$ cat config.mk
export PLATFORM = sky130hd
export DESIGN_NAME = mb8_console
export DESIGN_NICKNAME = d
export VERILOG_FILES = /design/src/rtl/mb8_console.sv
export SDC_FILE = /design/constraint.sdc
export NUM_CORES = 1
export LEC_CHECK = 0
export CORE_MARGIN = 3
export CORE_UTILIZATION = 54
export DETAILED_ROUTE_END_ITERATION = 6
export GPL_TIMING_DRIVEN = 0
export PLACE_DENSITY = 0.74
export RECOVER_POWER = 25
export SETUP_SLACK_MARGIN = 0.3
export SLEW_MARGIN = 40
export SYNTH_ARGS = -nofsm -noshare
export SYNTH_HDL_FRONTEND = slang
export SYNTH_SLANG_ARGS = --single-unit
$ cat constraint.sdc
create_clock -name clk -period 2.8 [get_ports clk]
set_input_delay 0.56 -clock clk [delete_from_list [all_inputs] [get_ports clk]]
set_output_delay 0.56 -clock clk [all_outputs]
set_load 0.02 [all_outputs]
$ cat src/rtl/mb8_console.sv
`default_nettype none
// ---------------------------------------------------------------------------
// mb8_console: memory-mapped 8N1 serial transmit console with a TX FIFO. Rev 1.0
// ---------------------------------------------------------------------------
module mb8_console #(
  parameter logic [16:0] BASE     = 17'h1FFF0,
  parameter int          BAUD_DIV = 16,
  parameter int          DEPTH    = 16
) (
  input  logic        clk,
  input  logic        rst_n,
  input  logic [16:0] ai,
  input  logic        we,
  input  logic [7:0]  vi,
  output logic [7:0]  vo,
  output logic        sel_o,
  output logic        txd
);

  localparam int PW = $clog2(DEPTH);
  localparam int CW = $clog2(DEPTH + 1);
  localparam int BW = $clog2(BAUD_DIV);
  localparam logic [CW-1:0] FULL_CNT  = CW'(DEPTH);
  localparam logic [BW-1:0] BAUD_LAST = BW'(BAUD_DIV - 1);

  typedef enum logic [1:0] {S_IDLE, S_START, S_DATA, S_STOP} state_t;

  state_t        state_q;
  logic [7:0]    mem_q [DEPTH];
  logic [PW-1:0] wp_q, rp_q;
  logic [CW-1:0] count_q, count_d;
  logic          ovf_q, ovf_d, en_q;
  logic [BW-1:0] baud_q;
  logic [2:0]    bit_q;
  logic [7:0]    shift_q;
  logic [7:0]    vo_q;
  logic          sel_q, txd_q;

  logic          hit, rd, wr_txd, wr_ctrl, rd_status, flush;
  logic          full, empty, busy, baud_end, pop, push, drop;
  logic [8:0]    count_ext;
  logic [7:0]    status, rdata;

  always_comb begin
    hit       = (ai[16:2] == BASE[16:2]);
    rd        = hit & ~we;
    wr_txd    = hit & we & (ai[1:0] == 2'd0);
    wr_ctrl   = hit & we & (ai[1:0] == 2'd2);
    rd_status = rd & (ai[1:0] == 2'd1);
    flush     = wr_ctrl & vi[7];
    full      = (count_q == FULL_CNT);
    empty     = (count_q == '0);
    busy      = (state_q != S_IDLE);
    baud_end  = (baud_q == BAUD_LAST);
    // A new frame may start from IDLE or straight out of the last STOP cycle.
    pop       = en_q & ~empty & ((state_q == S_IDLE) | ((state_q == S_STOP) & baud_end));
    push      = wr_txd & ~full;
    drop      = wr_txd & full;
    ovf_d     = drop | (ovf_q & ~rd_status);
    count_d   = count_q;
    if (push & ~pop)
      count_d = count_q + CW'(1);
    else if (pop & ~push)
      count_d = count_q - CW'(1);
    count_ext = 9'(count_q);
    status    = {4'b0000, ovf_q, busy, empty, full};
    case (ai[1:0])
      2'd1:    rdata = status;
      2'd2:    rdata = {7'b0000000, en_q};
      2'd3:    rdata = (count_ext > 9'd255) ? 8'hFF : count_ext[7:0];
      default: rdata = 8'h00;
    endcase
  end

  always_ff @(posedge clk) begin
    if (push)
      mem_q[wp_q] <= vi;
  end

  always_ff @(posedge clk or negedge rst_n) begin
    if (!rst_n) begin
      state_q <= S_IDLE;
      wp_q    <= '0;
      rp_q    <= '0;
      count_q <= '0;
      ovf_q   <= 1'b0;
      en_q    <= 1'b1;
      baud_q  <= '0;
      bit_q   <= '0;
      shift_q <= '0;
      vo_q    <= '0;
      sel_q   <= 1'b0;
      txd_q   <= 1'b1;
    end else begin
      vo_q  <= rd ? rdata : 8'h00;
      sel_q <= rd;
      ovf_q <= ovf_d;
      if (wr_ctrl)
        en_q <= vi[0];
      if (flush) begin
        wp_q    <= '0;
        rp_q    <= '0;
        count_q <= '0;
      end else begin
        if (push) wp_q <= wp_q + PW'(1);
        if (pop)  rp_q <= rp_q + PW'(1);
        count_q <= count_d;
      end

      // Line level lags the state by one cycle so txd is a clean register output.
      case (state_q)
        S_START: txd_q <= 1'b0;
        S_DATA:  txd_q <= shift_q[0];
        default: txd_q <= 1'b1;
      endcase

      case (state_q)
        S_IDLE: begin
          if (pop) begin
            shift_q <= mem_q[rp_q];
            baud_q  <= '0;
            state_q <= S_START;
          end
        end
        S_START: begin
          if (baud_end) begin
            baud_q  <= '0;
            bit_q   <= '0;
            state_q <= S_DATA;
          end else begin
            baud_q <= baud_q + BW'(1);
          end
        end
        S_DATA: begin
          if (baud_end) begin
            baud_q  <= '0;
            shift_q <= {1'b0, shift_q[7:1]};
            if (bit_q == 3'd7)
              state_q <= S_STOP;
            else
              bit_q <= bit_q + 3'd1;
          end else begin
            baud_q <= baud_q + BW'(1);
          end
        end
        S_STOP: begin
          if (baud_end) begin
            baud_q <= '0;
            if (pop) begin
              shift_q <= mem_q[rp_q];
              state_q <= S_START;
            end else begin
              state_q <= S_IDLE;
            end
          end else begin
            baud_q <= baud_q + BW'(1);
          end
        end
        default: state_q <= S_IDLE;
      endcase
    end
  end

  assign vo    = vo_q;
  assign sel_o = sel_q;
  assign txd   = txd_q;

endmodule
`default_nettype wire

* Word level (Yosys, flattened, before mapping) *
Memory sizes are Yosys's and may differ from the RTL's.
Index checks and enable logic that the tools add are counted.

cells by class
  add/subtract/negate cells = 6
  equality and inequality tests = 16
  bitwise gates (word level) = 22
  reduce and logical (&&, ||, !) cells = 13
  mux-type cells = 30

operators with widths
  kind                                              count
  two-way mux 8 bit                                 4
  two-way mux 4 bit                                 6
  case mux 8 bit (3 select lines)                   1
  == test 15 bit, second input constant             1
  two-way mux 5 bit                                 3
  case mux 5 bit (3 select lines)                   1
  bitwise AND 1 bit                                 14
  adder 4 x 1 -> 4 bit, second input constant       3
  inequality test 2 bit, second input constant      6
  two-way mux 2 bit                                 5
  two-way mux 3 bit                                 3
  == test 2 bit, second input constant              4
  case mux 2 bit (4 select lines)                   1
  case mux 4 bit (2 select lines)                   1
  nonzero test 2 bit                                4
  inverter 1 bit                                    6
  case mux 3 bit (2 select lines)                   1
  nonzero test 3 bit                                2
  adder 5 x 1 -> 5 bit, second input constant       1
  == test 5 bit, second input constant              1
  logical NOT 5 bit                                 1
  AND reduction 5 bit                               1
  subtractor 5 x 1 -> 5 bit, second input constant  1
  == test 2 x 1 -> 1 bit, second input constant     2
  other kinds (10)                                  14

storage, ports and cells
  output and inout port bits = 10
  memories = 1
  memory bits (writable) = 128
  word-level logic and storage cells = 100
  register bits after elaboration = 42

memories
  name   depth  bits a word  rd ports  clocked after Yosys merged registers in  wr ports  RTL line  text
  mem_q  16     8            1         0                                        1         29        logic [7:0] mem_q [DEPTH];

* Longest topological paths before layout *
Gate-level depths: netlist of the first run.

  depth after elaboration = 9
  gate-level depth with buffers = 11
  mapped depth without buffers = 11

* Least setup slack after synthesis of the first run *
No wires, ideal clock.

  path type = register -> register
  from = register count_q[0]
  to = register count_q[4]
  slack = 0.041 ns
  arrival time = 2.627 ns
  path buffers = 0
  stages on the path, launching flop included = 10
  clock period less this slack = 2.759 ns
  path through = dfrtp_1 -> or4_4 -> o211ai_4 -> nand3_4 -> fa_1 -> a21o_1 -> a21o_1 -> a211oi_1 -> o21ai_0 -> nor3b_2

between the ends
  word-level cells in the longest chain between the ends = 8
  elaborated cells on any way between the ends = 17

ends and longest elaborated chain
  what                                                               RTL line  text
  start: declaration                                                 31        logic [CW-1:0] count_q, count_d;
  start signal: assignment                                           107       count_q <= count_d;
  branches (longest 8 deep; another with subtractor 5 x 1 -> 5 bit)  -

Parallel ways; which one is timed is not known. The select of a mux whose other input is x is not followed.
A chain may end at the register's enable or synchronous reset.

* Worst setup path after layout of the first run *
  from = register count_q[2]
  to = register count_q[4]

Same word-level chain as after synthesis.

==> results of run 1 <==
final timing paths:
| check | from | end | cells past startpoint |
|---|---|---|---|
| setup / recovery | count_q[2]$_DFFE_PN0P_ | count_q[4]$_DFFE_PN0P_ | 9 |
| hold / removal | baud_q[1]$_DFFE_PN0N_ | baud_q[1]$_DFFE_PN0N_ | 1 |
| setup reg to reg | count_q[2]$_DFFE_PN0P_ | count_q[4]$_DFFE_PN0P_ | 9 |
| hold reg to reg | baud_q[1]$_DFFE_PN0N_ | baud_q[1]$_DFFE_PN0N_ | 1 |
| max in group asynchronous | rst_n | count_q[2]$_DFFE_PN0P_ | 1 |
| min in group asynchronous | rst_n | baud_q[2]$_DFFE_PN0N_ | 1 |
cell type report:
type | instances | area, sq um | share of cell area
buffer | 25 | 140 | 0.0163
tap | 172 | 215 | 0.0251
inverter | 5 | 18.8 | 0.00219
timing repair buffer | 50 | 454 | 0.0529
clock inverter | 10 | 128 | 0.0149
multi-input combinational | 256 | 2360 | 0.275
sequential | 167 | 4830 | 0.562
clock buffer | 22 | 444 | 0.0517
per-layer routing:
layer | wire length, microns | global-route usage | vias up
met4 | 263 | 0.0693 | 0
met5 | 0 | 0 | -
met3 | 711 | 0.0501 | 19
met1 | 6130 | 0.295 | 2135
met2 | 7050 | 0.327 | 129
li1 | - | - | 1912
sequential cells by signal, summed over array words and instances, names as in the netlist:
signal / count
ovf_q: 1
mem_q: 128
state_q: 2
txd: 1
vo: 5
sel_o: 1
wp_q: 4
en_q: 1
rp_q: 4
baud_q: 4
shift_q: 8
count_q: 5
bit_q: 3
synthesized netlist by cell type, types with 2 or more instances:
cell type	count	area [sq um]
a21o_1	7	52.6
a21oi_1	32	160
a21oi_2	3	26.3
a22o_1	5	43.8
a22oi_1	16	120
and2_1	10	62.6
and3_1	5	31.3
and4_1	8	70.1
buf_1	3	11.3
buf_2	8	40.0
buf_4	5	37.5
buf_6	2	22.5
clkbuf_1	7	26.3
dfrtp_1	37	926
dfstp_2	2	52.6
edfxtp_1	128	3840
ha_1	18	225
inv_1	5	18.8
mux2_2	4	45.0
mux4_2	32	721
nand2_1	13	48.8
nand3_1	12	60.1
nand4_1	2	12.5
nor2_1	28	105
nor2b_1	3	18.8
nor3_1	6	30.0
nor3b_1	3	22.5
nor3b_2	2	25.0
nor4_1	2	12.5
o21ai_0	11	55.1
o21ai_2	2	17.5
xnor2_1	5	43.8
xor2_1	3	26.3
cells by family after synthesis:
group	after synthesis
flip-flops	167
AND/OR/NAND/NOR	102
AO/OA/AOI/OAI	87
multiplexers	37
buffers and inverters	30
adder cells (fa/ha/maj)	19
XOR/XNOR	8
other	1
power groups by stage:
stage / Sequential (mW) / Combinational, mW / Clock, mW
floorplan: 2.82 / 0.333 / 0
global placement: 2.82 / 0.499 / 0
detailed placement: 2.82 / 0.527 / 0
CTS: 2.77 / 0.554 / 2.29
global route: 2.78 / 0.625 / 2.41
finish: 2.78 / 0.558 / 2.27
per-stage QoR:
step	instances	utilization
final	707	0.667
after global routing	707	0.667
after CTS	706	0.664
after detailed placement	659	0.608
after global placement	659	0.608
after floorplan	453	-
worst max-delay path: stages (launching register included):
cell and delay (ps):
dfrtp_2 400, or4_4 560, o211ai_4 250, nand3_4 130, fa_2 370, a21o_1 170, a21o_1 170, a211oi_2 240
o21ai_1 80, nor3b_2 160
what timing repair did:
item,4_1_cts,5_1_grt
hold endpoints to repair,0,0
pin swaps,8,1
gates cloned,0,0
setup endpoints to repair,78,114
gates resized for setup,16,10
setup buffers,15,1
==> metrics.md, run 1 <==
| Metric | Value |
|---|---|
| Die area | `about 15000 sq um` |
| Psw | `1.27 mW` |
| Initial antenna violation count | `0` |
| Adder-Cell Fraction of Synth Area | `0.0338` |
| Most common cell after layout, fill and taps aside | `edfxtp_1` |
| Root Driver | `clkbuf_16` |
| Total Routed Length | `around 14000 microns` |
| I/O Buffers | `34` |
| Worst-margin pin slew | `2070 ps` |
| Core area | `~13000 sq um` |
| Max_cap viols | `1` |
| Clock Tree Buf Depth | `2` |
| Post-Syn Instances | `approximately 450` |
| Pwr/cell area | `653 nW/um^2` |
| Sw Share | `0.227` |
| Vias in the first global route | `4250` |
| Clk pwr share | `0.405` |
| Boundary Pins | `38` |
| Placed instance area | `roughly 7800 sq um` |
| Setup_tns | `0 ps` |
| First-pass GRT wire length | `22800 microns` |
| Clock slew at reported path FFs | `60 ps` |
| FF-to-FF setup slack | `between 100 and 150 ps` |
| DP Wirelength | `9220 microns` |
| Worst setup SP type | `flip-flop` |
| CP max FO | `4` |
| Final setup viols | `0` |
| Gate power share | `0.100` |
| Status | `complete, but fails checks` |
| Synthesis warning total | `0` |
| Final cycle utilization of the critical path | `0.952` |
| Total global-route track usage | `0.209` |
| Crit. End Element | `flip-flop` |
| Commonest cells after routing, fill and taps aside | `128 x edfxtp_1, 34 x dfrtp_1, 32 x a21oi_1, 32 x mux4_2, 29 x clkdlybuf4s50_1` |
| Final Worst Setup Slack | `about 130 ps` |
| Synth Area in XOR/XNOR | `0.00965` |
| Per-cell routed wire length | `20.0 microns` |
| Starting Density | `0.564` |
| Number of filler cells placed in the layout | `roughly 850` |
| Required @ worst endpoint | `3090 ps` |
| Die Ht | `122 microns` |
| CTS Hold Bufs | `0` |
| Syn_area_per_cell | `16.1 sq um` |
| Synth Flop Type | `edfxtp_1` |
| CTS tree | `done` |
| H-Tree Depth | `4` |
| TritonCTS buffer count | `17` |
| Register area share after synthesis | `0.664` |
| FMAX | `375 MHz` |
| Nets@finish | `around 570` |
| Post-Syn Area | `~7300 sq um` |
| RSZ-0062 raised after global routing | `yes` |
| # clock sinks | `~170` |
| Total Power | `around 5.6 mW` |
| Hold crit path type | `flip-flop to flip-flop` |
| Max-slew headroom | `-0.379` |
| Num rows | `41` |
| Hold_ws | `517 ps` |
| Synth Area in Simple Gates | `0.0796` |
| Worst-Skew Late Latency | `420 ps` |
| Final GP Congestion | `0.804` |
| Post-synth EDFFs | `128` |
| CP arrival | `a little under 3000 ps` |
| Max-slew violation count | `40` |
| DRC viols | `0` |
| Iter 0 DRT Violations | `approximately 370` |
| ANT nets after route | `0` |
| Yosys reg bits | `around 170` |
| Antenna cells | `0` |
| Peak supply drop | `between 0.3 and 0.4 mV` |
| Vias after detailed routing | `4195` |
| Min cycle time layout | `2670 ps` |
| Global route overflow | `0` |
| Clock skew | `~5.4 ps` |
| Final instance area | `8590 sq um` |
| Multiplexer area fraction after synthesis | `0.107` |
| Largest net degree at the start of global routing | `40` |
| Failing checks | `max-capacitance violations, max-slew violations` |
| Reg power frac | `0.496` |
| First-pass DRT Iterations | `5` |
| Ys async rst share | `0.234` |
| Die Span X | `122 microns` |
| Fraction of layout cells with a size suffix above 1 | `0.245` |
| Kind of critical path | `flip-flop to flip-flop` |
| Synth unique cells | `55` |
| Post-synthesis compound-gate area fraction | `0.0838` |
| Dpl ws | `-650 ps` |
| Internal power | `4.33 mW` |
| Static leakage | `3.10 nW` |
| Via/cell ratio | `5.93` |
| Combinational family with the most area after synthesis | `multiplexers` |
| Final hold vios | `0` |
| Layout Area Growth over Synthesis | `18.3%` |
Note: power is estimated with default switching activity, not from simulation.
==> inputs of run 2 (changes only) <==
==> constraint.sdc (replaced) <==
create_clock -name clk -period 2.3 [get_ports clk]
set_input_delay 0.46 -clock clk [delete_from_list [all_inputs] [get_ports clk]]
set_output_delay 0.46 -clock clk [all_outputs]
set_load 0.02 [all_outputs]
==> run 2 against run 1 <==
The flow finishes with violations (max-capacitance violations, max-slew violations, negative setup slack); critical path type unchanged; fmax is 1.9% higher; combinational power up 27%; die area unchanged; total power grew 25%; cell count grew 2.4%; clock skew rose by 3.5 ps; clock power is 29% higher; sequential cell count unchanged; highest routed layer unchanged; sequential power increased by 22%.
==> metrics.md, run 2 (synthesis gave the netlist of run 1 again) <==
| Metric | Value |
|---|---|
| Final setup viols | `3 (+3)` |
| Total global-route track usage | `0.210 (+0.000739)` |
| Final Worst Setup Slack | `-317 ps (-450 ps)` |
| Root Driver | `clkbuf_16` |
| Final cycle utilization of the critical path | `1.14 (+0.185)` |
| Fraction of layout cells with a size suffix above 1 | `0.344 (+0.0993)` |
| Nets@finish | `586 (+3.0%)` |
| Max-slew headroom | `-0.418 (-0.0385)` |
| H-Tree Depth | `4 (unchanged)` |
| Clock skew | `8.91 ps (+3.48 ps)` |
| Number of filler cells placed in the layout | `805 (-5.6%)` |
| FMAX | `382 MHz (+1.9%)` |
| Clock slew at reported path FFs | `70 ps (about the same)` |
| First-pass GRT wire length | `23000 microns (+0.70%)` |
| I/O Buffers | `34 (unchanged)` |
| Worst setup SP type | `flip-flop` |
| Met1 Wirelength | `6580 microns (+7.3%)` |
| Antenna cells | `0 (unchanged)` |
| RR Startpoint | `count_q[2]$_DFFE_PN0P_` |
| # clock sinks | `167 (unchanged)` |
| Global route overflow | `0 (unchanged)` |
| Final hold vios | `0 (unchanged)` |
| Register area | `4830 sq um (about the same)` |
| TritonCTS buffer count | `17 (unchanged)` |
| Setup crit start | `count_q[2]$_DFFE_PN0P_` |
| DRC viols | `0 (unchanged)` |
| Die area | `14900 sq um (unchanged)` |
| Multi-input gate area | `2570 sq um (+8.7%)` |
| Vias in the first global route | `4203 (-1.1%)` |
| Pwr/cell area | `766 nW/um^2 (+17%)` |
| Per-cell routed wire length | `21.2 microns (+6.0%)` |
| FF-to-FF setup slack | `-320 ps (-450 ps)` |
| Total Routed Length | `15400 microns (+8.6%)` |
| CTS tree | `done` |
| Via/cell ratio | `6.02 (+1.5%)` |
| Max Used Layer | `met4` |
| Final GP Congestion | `0.820 (+2.0%)` |
| Num rows | `41 (unchanged)` |
| Final instance area | `9150 sq um (+6.5%)` |
| Boundary Pins | `38 (unchanged)` |
| Worst-margin pin slew | `2130 ps (+57.8 ps)` |
| Worst-Skew Late Latency | `430 ps (about the same)` |
| Core area | `12900 sq um (unchanged)` |
| Layout Area Growth over Synthesis | `26.0%` |
| Biggest register | `mem_q` |
| CP max FO | `4 (unchanged)` |
| Largest register FFs | `128 (unchanged)` |
| Peak supply drop | `0.695 mV (+78%)` |
| Iter 0 DRT Violations | `396 (+6.5%)` |
| Met3 WL | `842 microns (+18%)` |
| Status | `complete, but fails checks` |
| Max_cap viols | `1 (unchanged)` |
| Met2 WL | `7660 microns (+8.7%)` |
| CTS Hold Bufs | `0 (unchanged)` |
| Largest registers | `mem_q: 128 flops, shift_q: 8 flops` |
| Hold crit path type | `input port to flip-flop` |
| Vias after detailed routing | `4361 (+4.0%)` |
| ANT nets after route | `0 (unchanged)` |
| Failing checks | `max-capacitance violations, max-slew violations, negative setup slack` |
| Max-slew violation count | `40 (unchanged)` |
| Crit. End Element | `flip-flop` |
| RSZ-0062 raised after global routing | `yes` |
| CP arrival | `2920 ps (-40 ps)` |
| Kind of critical path | `flip-flop to flip-flop` |
| Initial antenna violation count | `0 (unchanged)` |
| Die Ht | `122 microns (unchanged)` |
| HP Start | `we` |
| Largest net degree at the start of global routing | `40 (unchanged)` |
| Starting Density | `0.564 (unchanged)` |
| Placed instance area | `7830 sq um (about the same)` |
| Most common cell after layout, fill and taps aside | `edfxtp_1` |
| Hold_ws | `419 ps (-97.9 ps)` |
| Clock Tree Buf Depth | `2 (unchanged)` |
| Static leakage | `3.44 nW (+11%)` |
| DP Wirelength | `9280 microns (+0.67%)` |
| First-pass DRT Iterations | `5 (unchanged)` |
| Required @ worst endpoint | `2610 ps (-480 ps)` |
| Commonest cells after routing, fill and taps aside | `128 x edfxtp_1, 33 x dfrtp_1, 32 x mux4_2, 30 x buf_4, 27 x a21oi_1` |
| Die Span X | `122 microns (unchanged)` |
| Min cycle time layout | `2620 ps (-49.7 ps)` |
run 2: cell count changes in the layout (fill, tap and decap cells not counted), moves of 6 or more:
cell / change
clkdlybuf4s50_1: -16
dlymetal6s2s_1: +16
buf_4: +9
and2_2: -7
clkbuf_1: -6
a22oi_1: -13
and2_4: +7
a22oi_2: +13
run 2: path summary, 6_finish.rpt:
check,to,cells after the start
max,count_q[4]$_DFFE_PN0P_,9
min,sel_o$_DFF_PN0_,2
max reg2reg,count_q[4]$_DFFE_PN0P_,9
min reg2reg,txd$_DFF_PN1_,2
min in group asynchronous,bit_q[0]$_DFFE_PN0P_,1
max in group asynchronous,count_q[0]$_DFFE_PN0P_,1
run 2: stage by stage:
| step | std cells | util | power, mW | setup slack [ps] | setup TNS, ps |
|---|---|---|---|---|---|
| floorplan | 453 | - | 3.84 | -404 | -521 |
| global placement | 659 | 0.608 | 4.04 | -917 | -75870 |
| detailed placement | 659 | 0.608 | 4.08 | -1040 | -81890 |
| CTS | 704 | 0.675 | 6.98 | -364 | -589 |
| global route | 724 | 0.710 | 7.25 | -421 | -1490 |
| finish | 724 | 0.710 | 7.01 | -317 | -597 |
run 2: repair_timing:
| item | 4_1_cts | 5_1_grt |
|---|---|---|
| pin swaps | 11 | 26 |
| setup endpoints to repair | 141 | 132 |
| cloned | 0 | 4 |
| resized for setup | 49 | 73 |
| setup buffers | 13 | 16 |
run 2: per-layer routing:
layer  track usage  vias up
met3        0.0399       30
met5             0        -
li1              -     1943
met2         0.331      141
met1         0.296     2247
met4        0.0798        0
run 2: cell type report:
class / instances / area share
clock buffer: 17 / 0.0465
tap: 172 / 0.0235
multi-input combinational: 256 / 0.281
sequential: 167 / 0.528
timing repair buffer: 67 / 0.0763
buffer: 25 / 0.0223
inverter: 5 / 0.00205
clock inverter: 15 / 0.0205
run 2: worst max-delay path, stage by stage, from the launching register on:
cell and delay [ps]:
dfrtp_2 410, or4_4 560, o211ai_4 250, nand3_4 130
fa_2 360, a21o_1 170, a21o_1 180, a211oi_2 210
o21ai_1 80, nor3b_2 150
run 2: report_power, final:
group | switching (mW) | total [mW] | internal [mW] | leakage [nW]
sequential | 0.0591 | 3.38 | 3.32 | 1.64
clock | 1.27 | 2.92 | 1.65 | 0.297
combinational | 0.434 | 0.711 | 0.277 | 1.50
total | 1.76 | 7.01 | 5.25 | 3.44
==> edit 1 (settings of run 2) <==
Take the reset off `vo_q` and load it in a clocked block of its own.
--- a/src/rtl/mb8_console.sv
+++ b/src/rtl/mb8_console.sv
@@ -88,11 +88,9 @@
       baud_q  <= '0;
       bit_q   <= '0;
       shift_q <= '0;
-      vo_q    <= '0;
       sel_q   <= 1'b0;
       txd_q   <= 1'b1;
     end else begin
-      vo_q  <= rd ? rdata : 8'h00;
       sel_q <= rd;
       ovf_q <= ovf_d;
       if (wr_ctrl)
@@ -161,6 +159,10 @@
     end
   end
 
+  always_ff @(posedge clk) begin
+    vo_q <= rd ? rdata : 8'h00;
+  end
+
   assign vo    = vo_q;
   assign sel_o = sel_q;
   assign txd   = txd_q;
Formal check against the unedited RTL: not equivalent (Yosys sat finds a counterexample within 4 cycles, from zero or initial values and one cycle with rst_n low).
==> edit 1 against run 2 <==
The flow finishes with violations (setup timing); final cell count rose by 0.41%; worst setup slack got worse by 140 ps; wire length rose by 0.53%; combinational power rose by 19%; area after synthesis fell by 0.65%; design area fell by 1.1%; sequential cell count did not move; maximum frequency fell by 4.9%; power fell by 2.5%.
==> edit 1: results (changes against run 2) <==
- Status: finished, violations left
- Register area: 4800 um2 (-0.54%)
- Clock-cell share: 5.98% (-0.73 points)
- Largest net degree at the start of global routing: 21 (-48%)
- #MultiIn Comb: 253 (-1.2%)
- Fin Setup TNS: -3310 ps (-2710 ps)
- Commonest cells in the netlist: 128 x edfxtp_1, 34 x a21oi_1, 32 x dfrtp_1, 32 x mux4_2, 26 x nor2_1
- Int Power: 5.15 mW (-1.8%)
- Final GP Congestion: 0.806 (-1.7%)
- First-pass detailed-route iteration total: 6 (+1)
- Post-route setup slack: -452 ps (-135 ps)
- # Post-CTS Setup Buffers: 23 (+10)
- DR iter-0 viols: 353 (-11%)
- Worst path top cell family by delay: simple AND/OR/NAND/NOR gates
- FFs w/ async S/R, synth: 20.4% (-3.0 points)
- First-pass GRT wire length: 23500 um (+2.2%)
- # clk buffers: 20 (+3)
- Non-clock buffer share of cell area: 9.50% (-0.36 points)
- Non-clock buffer count: 97 (+5.4%)
- Placed cell count: 658 (-0.15%)
- Area after DPL: 7820 um2 (-0.21%)
- GRT Total Usage: 21.4% (+0.35 points)
- Post_cts resized: 83 (+69%)
- DR vias: 4336 (-0.57%)
- Crit path max fanout: 5 (+1)
- Final setup fails: 36 (+33)
- Place WS: -882 ps (+160 ps)
- Inverters excl. clock: 6 (+1)
- Failing checks: setup timing
- WL per Instance: 21.3 um (+0.11%)
- Vias/cell: 5.96 (-0.98%)
- Syn avg cell area: 16.1 um2 (-0.21%)
- Most area-consuming cells after synthesis: edfxtp_1 53%, dfrtp_1 11%, mux4_2 10%
- Setup Skew: 6.90 ps (-2.01 ps)
- Worst Hold Class: reg -> reg
- Detail Placement HPWL: 9360 um (+0.91%)
- Leak: 3.26 nW (-5.2%)
- Register area share after synthesis: 66.5% (+0.091 points)
- Arrival @ worst endpoint: 3100 ps (+180 ps)
- Share of post-route cells with drive strength above 1: 33.9% (-0.55 points)
-- edit 1: changes by cell type after synthesis, sizes merged, moves of 2 or more --
cell,delta
o21ai,-3
a21o,-2
nand3,+4
dfxtp,+5
nor4,-2
dfrtp,-5
nor2,-2
-- edit 1: worst paths after layout --
check / from / slack (ps) / depth (start not counted) / end
worst min register to register: shift_q[7]$_DFFE_PN0P_ / 520 / 1 / shift_q[7]$_DFFE_PN0P_
worst max-delay path: count_q[3]$_DFFE_PN0P_ / -450 / 11 / count_q[4]$_DFFE_PN0P_
worst max register to register: count_q[3]$_DFFE_PN0P_ / -450 / 11 / count_q[4]$_DFFE_PN0P_
worst min-delay path: shift_q[7]$_DFFE_PN0P_ / 520 / 1 / shift_q[7]$_DFFE_PN0P_
min in group asynchronous: rst_n / 640 / 2 / bit_q[2]$_DFFE_PN0P_
max in group asynchronous: rst_n / 600 / 3 / count_q[2]$_DFFE_PN0P_
-- edit 1: cell families after synthesis --
family	share of synthesized area, %
compound gates	8.41
fa+ha+maj	3.40
other cells	0.0520
simple gates	7.77
flops	66.5
buf+inv	2.13
xor+xnor	0.972
mux	10.7
-- edit 1: metal layers --
metal	part of all wire (%)	vias up	global-route usage, %	wire length [um]
met5	0	-	0	0
met4	2.1	0	6.09	327
met3	6.7	26	5.48	1040
met2	51	161	35.0	7830
met1	40	2204	28.8	6250
li1	-	1945	-	-
-- edit 1: power by group through the flow --
stage               clock (mW)  sequential (mW)  combinational [mW]
floorplan                    0             3.44               0.403
global placement             0             3.43               0.603
detailed placement           0             3.44               0.643
CTS                       2.62             3.37               0.765
global route              2.76             3.38               0.912
finish                    2.61             3.38               0.847
==> edit 2 (settings of run 2) <==
Without the edit above. `BAUD_DIV`: 16 -> 8.
--- a/src/rtl/mb8_console.sv
+++ b/src/rtl/mb8_console.sv
@@ -4,7 +4,7 @@
 // ---------------------------------------------------------------------------
 module mb8_console #(
   parameter logic [16:0] BASE     = 17'h1FFF0,
-  parameter int          BAUD_DIV = 16,
+  parameter int          BAUD_DIV = 8,
   parameter int          DEPTH    = 16
 ) (
   input  logic        clk,
Function: no difference found for any inputs over 10 cycles, from zero or initial values and one cycle with rst_n low; that may be too few to reach the edited logic, so the function may still have changed.
==> edit 2 against run 2 <==
The flow finishes with violations (setup timing); wire length is 4.1% lower; final cell count decreased by 1.2%; utilization fell by 0.99 points; synthesized cell count fell by 1.6%; design area is 2.6% lower; worst setup slack worse by 150 ps; first-iteration DRC count is 10% lower; sequential cell count down 1; sequential share of layout area grew 1.1 points; area after synthesis is 2.3% lower; largest cell class unchanged.
Power is not compared: it rests on default switching activity, and its combinational part moved more than twofold at a synthesized area within 25%.
==> edit 2: results (changes against run 2) <==
- Root Buffer: clkbuf_16
- Place WS: -1270 ps (-227 ps)
- Most area-consuming cells after synthesis: edfxtp_1 54%, dfrtp_1 13%, mux4_2 10%
- Detail Placement HPWL: 9490 um (+2.3%)
- Leak: around 3.2 nW
- Top sig layer: met4
- Worst-path clk slew: approximately 60 ps
- Worst slew pin tran: 892 ps (-1240 ps)
- Warnings, synthesis: 0 (unchanged)
- Vias in the first global route: 4282 (+1.9%)
- Share of post-route cells with drive strength above 1: 34.4% (about the same)
- Arrival @ worst endpoint: 3110 ps (+190 ps)
- Worst Hold Class: reg -> reg
- Fin Setup TNS: -33110 ps (-32510 ps)
- First-pass detailed-route iteration total: 5 (unchanged)
- Top flop regs: mem_q x128, shift_q x8
- Worst Setup SP: ai[2]
- Placed cell count: 653 (-0.91%)
- Drt total wl: 14700 um (-4.1%)
- Reg2reg start: count_q[3]$_DFFE_PN0P_
- Synth Area in Adders: 3.63% (+0.25 points)
- DR WL met2: 7720 um (+0.72%)
- Xor/xnor share of the synthesized area: 1.11% (+0.15 points)
- Crit path max fanout: 5 (+1)
- FFs w/ async S/R, synth: 22.9% (-0.46 points)
- Failing checks: setup timing
- N_diodes: 0 (unchanged)
- First-pass GRT wire length: 22900 um (-0.21%)
- Area after DPL: 7780 um2 (-0.62%)
- Status: finished, violations left
- Syn avg cell area: 16.0 um2 (-0.72%)
- Post-route setup slack: -463 ps (-146 ps)
- Final setup fails: 101 (+98)
- Register area share after synthesis: 67.6% (+1.2 points)
- Number of max-cap violations: 0 (-1)
- Distinct cells, synth: 48 (-13%)
- DR iter-0 viols: 356 (-10%)
- GRT Total Usage: 21.3% (+0.29 points)
- I/O Buffers: 34 (unchanged)
- Synth Area in Compound Gates: 5.87% (-2.5 points)
- Met3 WL post-DR: 855 um (+1.5%)
- Vias/cell: 5.82 (-3.4%)
- Hold Path Origin: baud_q[1]$_DFFE_PN0N_
- Fill count: 843 (+4.7%)
- Hold buffers post-CTS: 1 (+1)
- Setup Skew: 8.92 ps (+0.0116 ps)
- VDD IR max: around 0.56 mV
- Final #Nets: 578 (-1.4%)
- Wl on met1: 5890 um (-10%)
- Largest net degree at the start of global routing: 23 (-43%)
- Mux contribution to synthesized area: 11.8% (+1.1 points)
- Worst path top cell family by delay: simple AND/OR/NAND/NOR gates
- Commonest cells in the netlist: 128 x edfxtp_1, 36 x dfrtp_1, 32 x mux4_2
- Post_cts resized: 69 (+41%)
- Final GP Congestion: 0.840 (+2.4%)
- # Post-CTS Setup Buffers: 18 (+5)
- WL per Instance: 20.6 um (-2.8%)
[edit 2: cell types whose count changed in the layout (fill, tap and decap cells not counted), moves of 6 or more]
cell / delta
dlymetal6s2s_1: -16
nand2_1: +13
a21oi_1: -10
and2_4: +8
a21o_1: -6
mux2i_1: +6
[edit 2: per-layer routing]
| metal | track usage (%) | up-vias |
|---|---|---|
| li1 | - | 1894 |
| met1 | 27.7 | 2119 |
| met2 | 35.4 | 125 |
| met3 | 5.10 | 22 |
| met4 | 7.51 | 0 |
| met5 | 0 | - |
[edit 2: path summary, 6_finish.rpt]
path,end,slack [ps],cells after the start
worst max-delay path,count_q[4]$_DFFE_PN0P_,-460,12
worst min-delay path,baud_q[1]$_DFFE_PN0N_,510,2
worst max register to register,count_q[4]$_DFFE_PN0P_,-360,9
worst min register to register,baud_q[1]$_DFFE_PN0N_,510,2
max in group asynchronous,count_q[0]$_DFFE_PN0P_,540,3
min in group asynchronous,shift_q[6]$_DFFE_PN0P_,670,2
[edit 2: where the power goes]
| group | leakage [nW] | internal [mW] | switching (mW) | total [mW] |
|---|---|---|---|---|
| combinational | 1.32 | 1.77 | 1.82 | 3.59 |
| clock | 0.287 | 1.63 | 1.20 | 2.83 |
| sequential | 1.61 | 3.47 | 0.254 | 3.73 |
| total | 3.22 | 6.87 | 3.28 | 10.1 |
[edit 2: area by class of cell]
type / instances / area (um2) / area share (%)
flip-flops and latches: 166 / 4800 / 53.9
well taps: 172 / 215 / 2.42
clock buffers: 17 / 425 / 4.77
repair buffers: 65 / 583 / 6.54
plain buffers: 21 / 180 / 2.02
clock inverters: 15 / 168 / 1.88
inverters: 8 / 30.0 / 0.337
multi-input cells: 251 / 2510 / 28.1
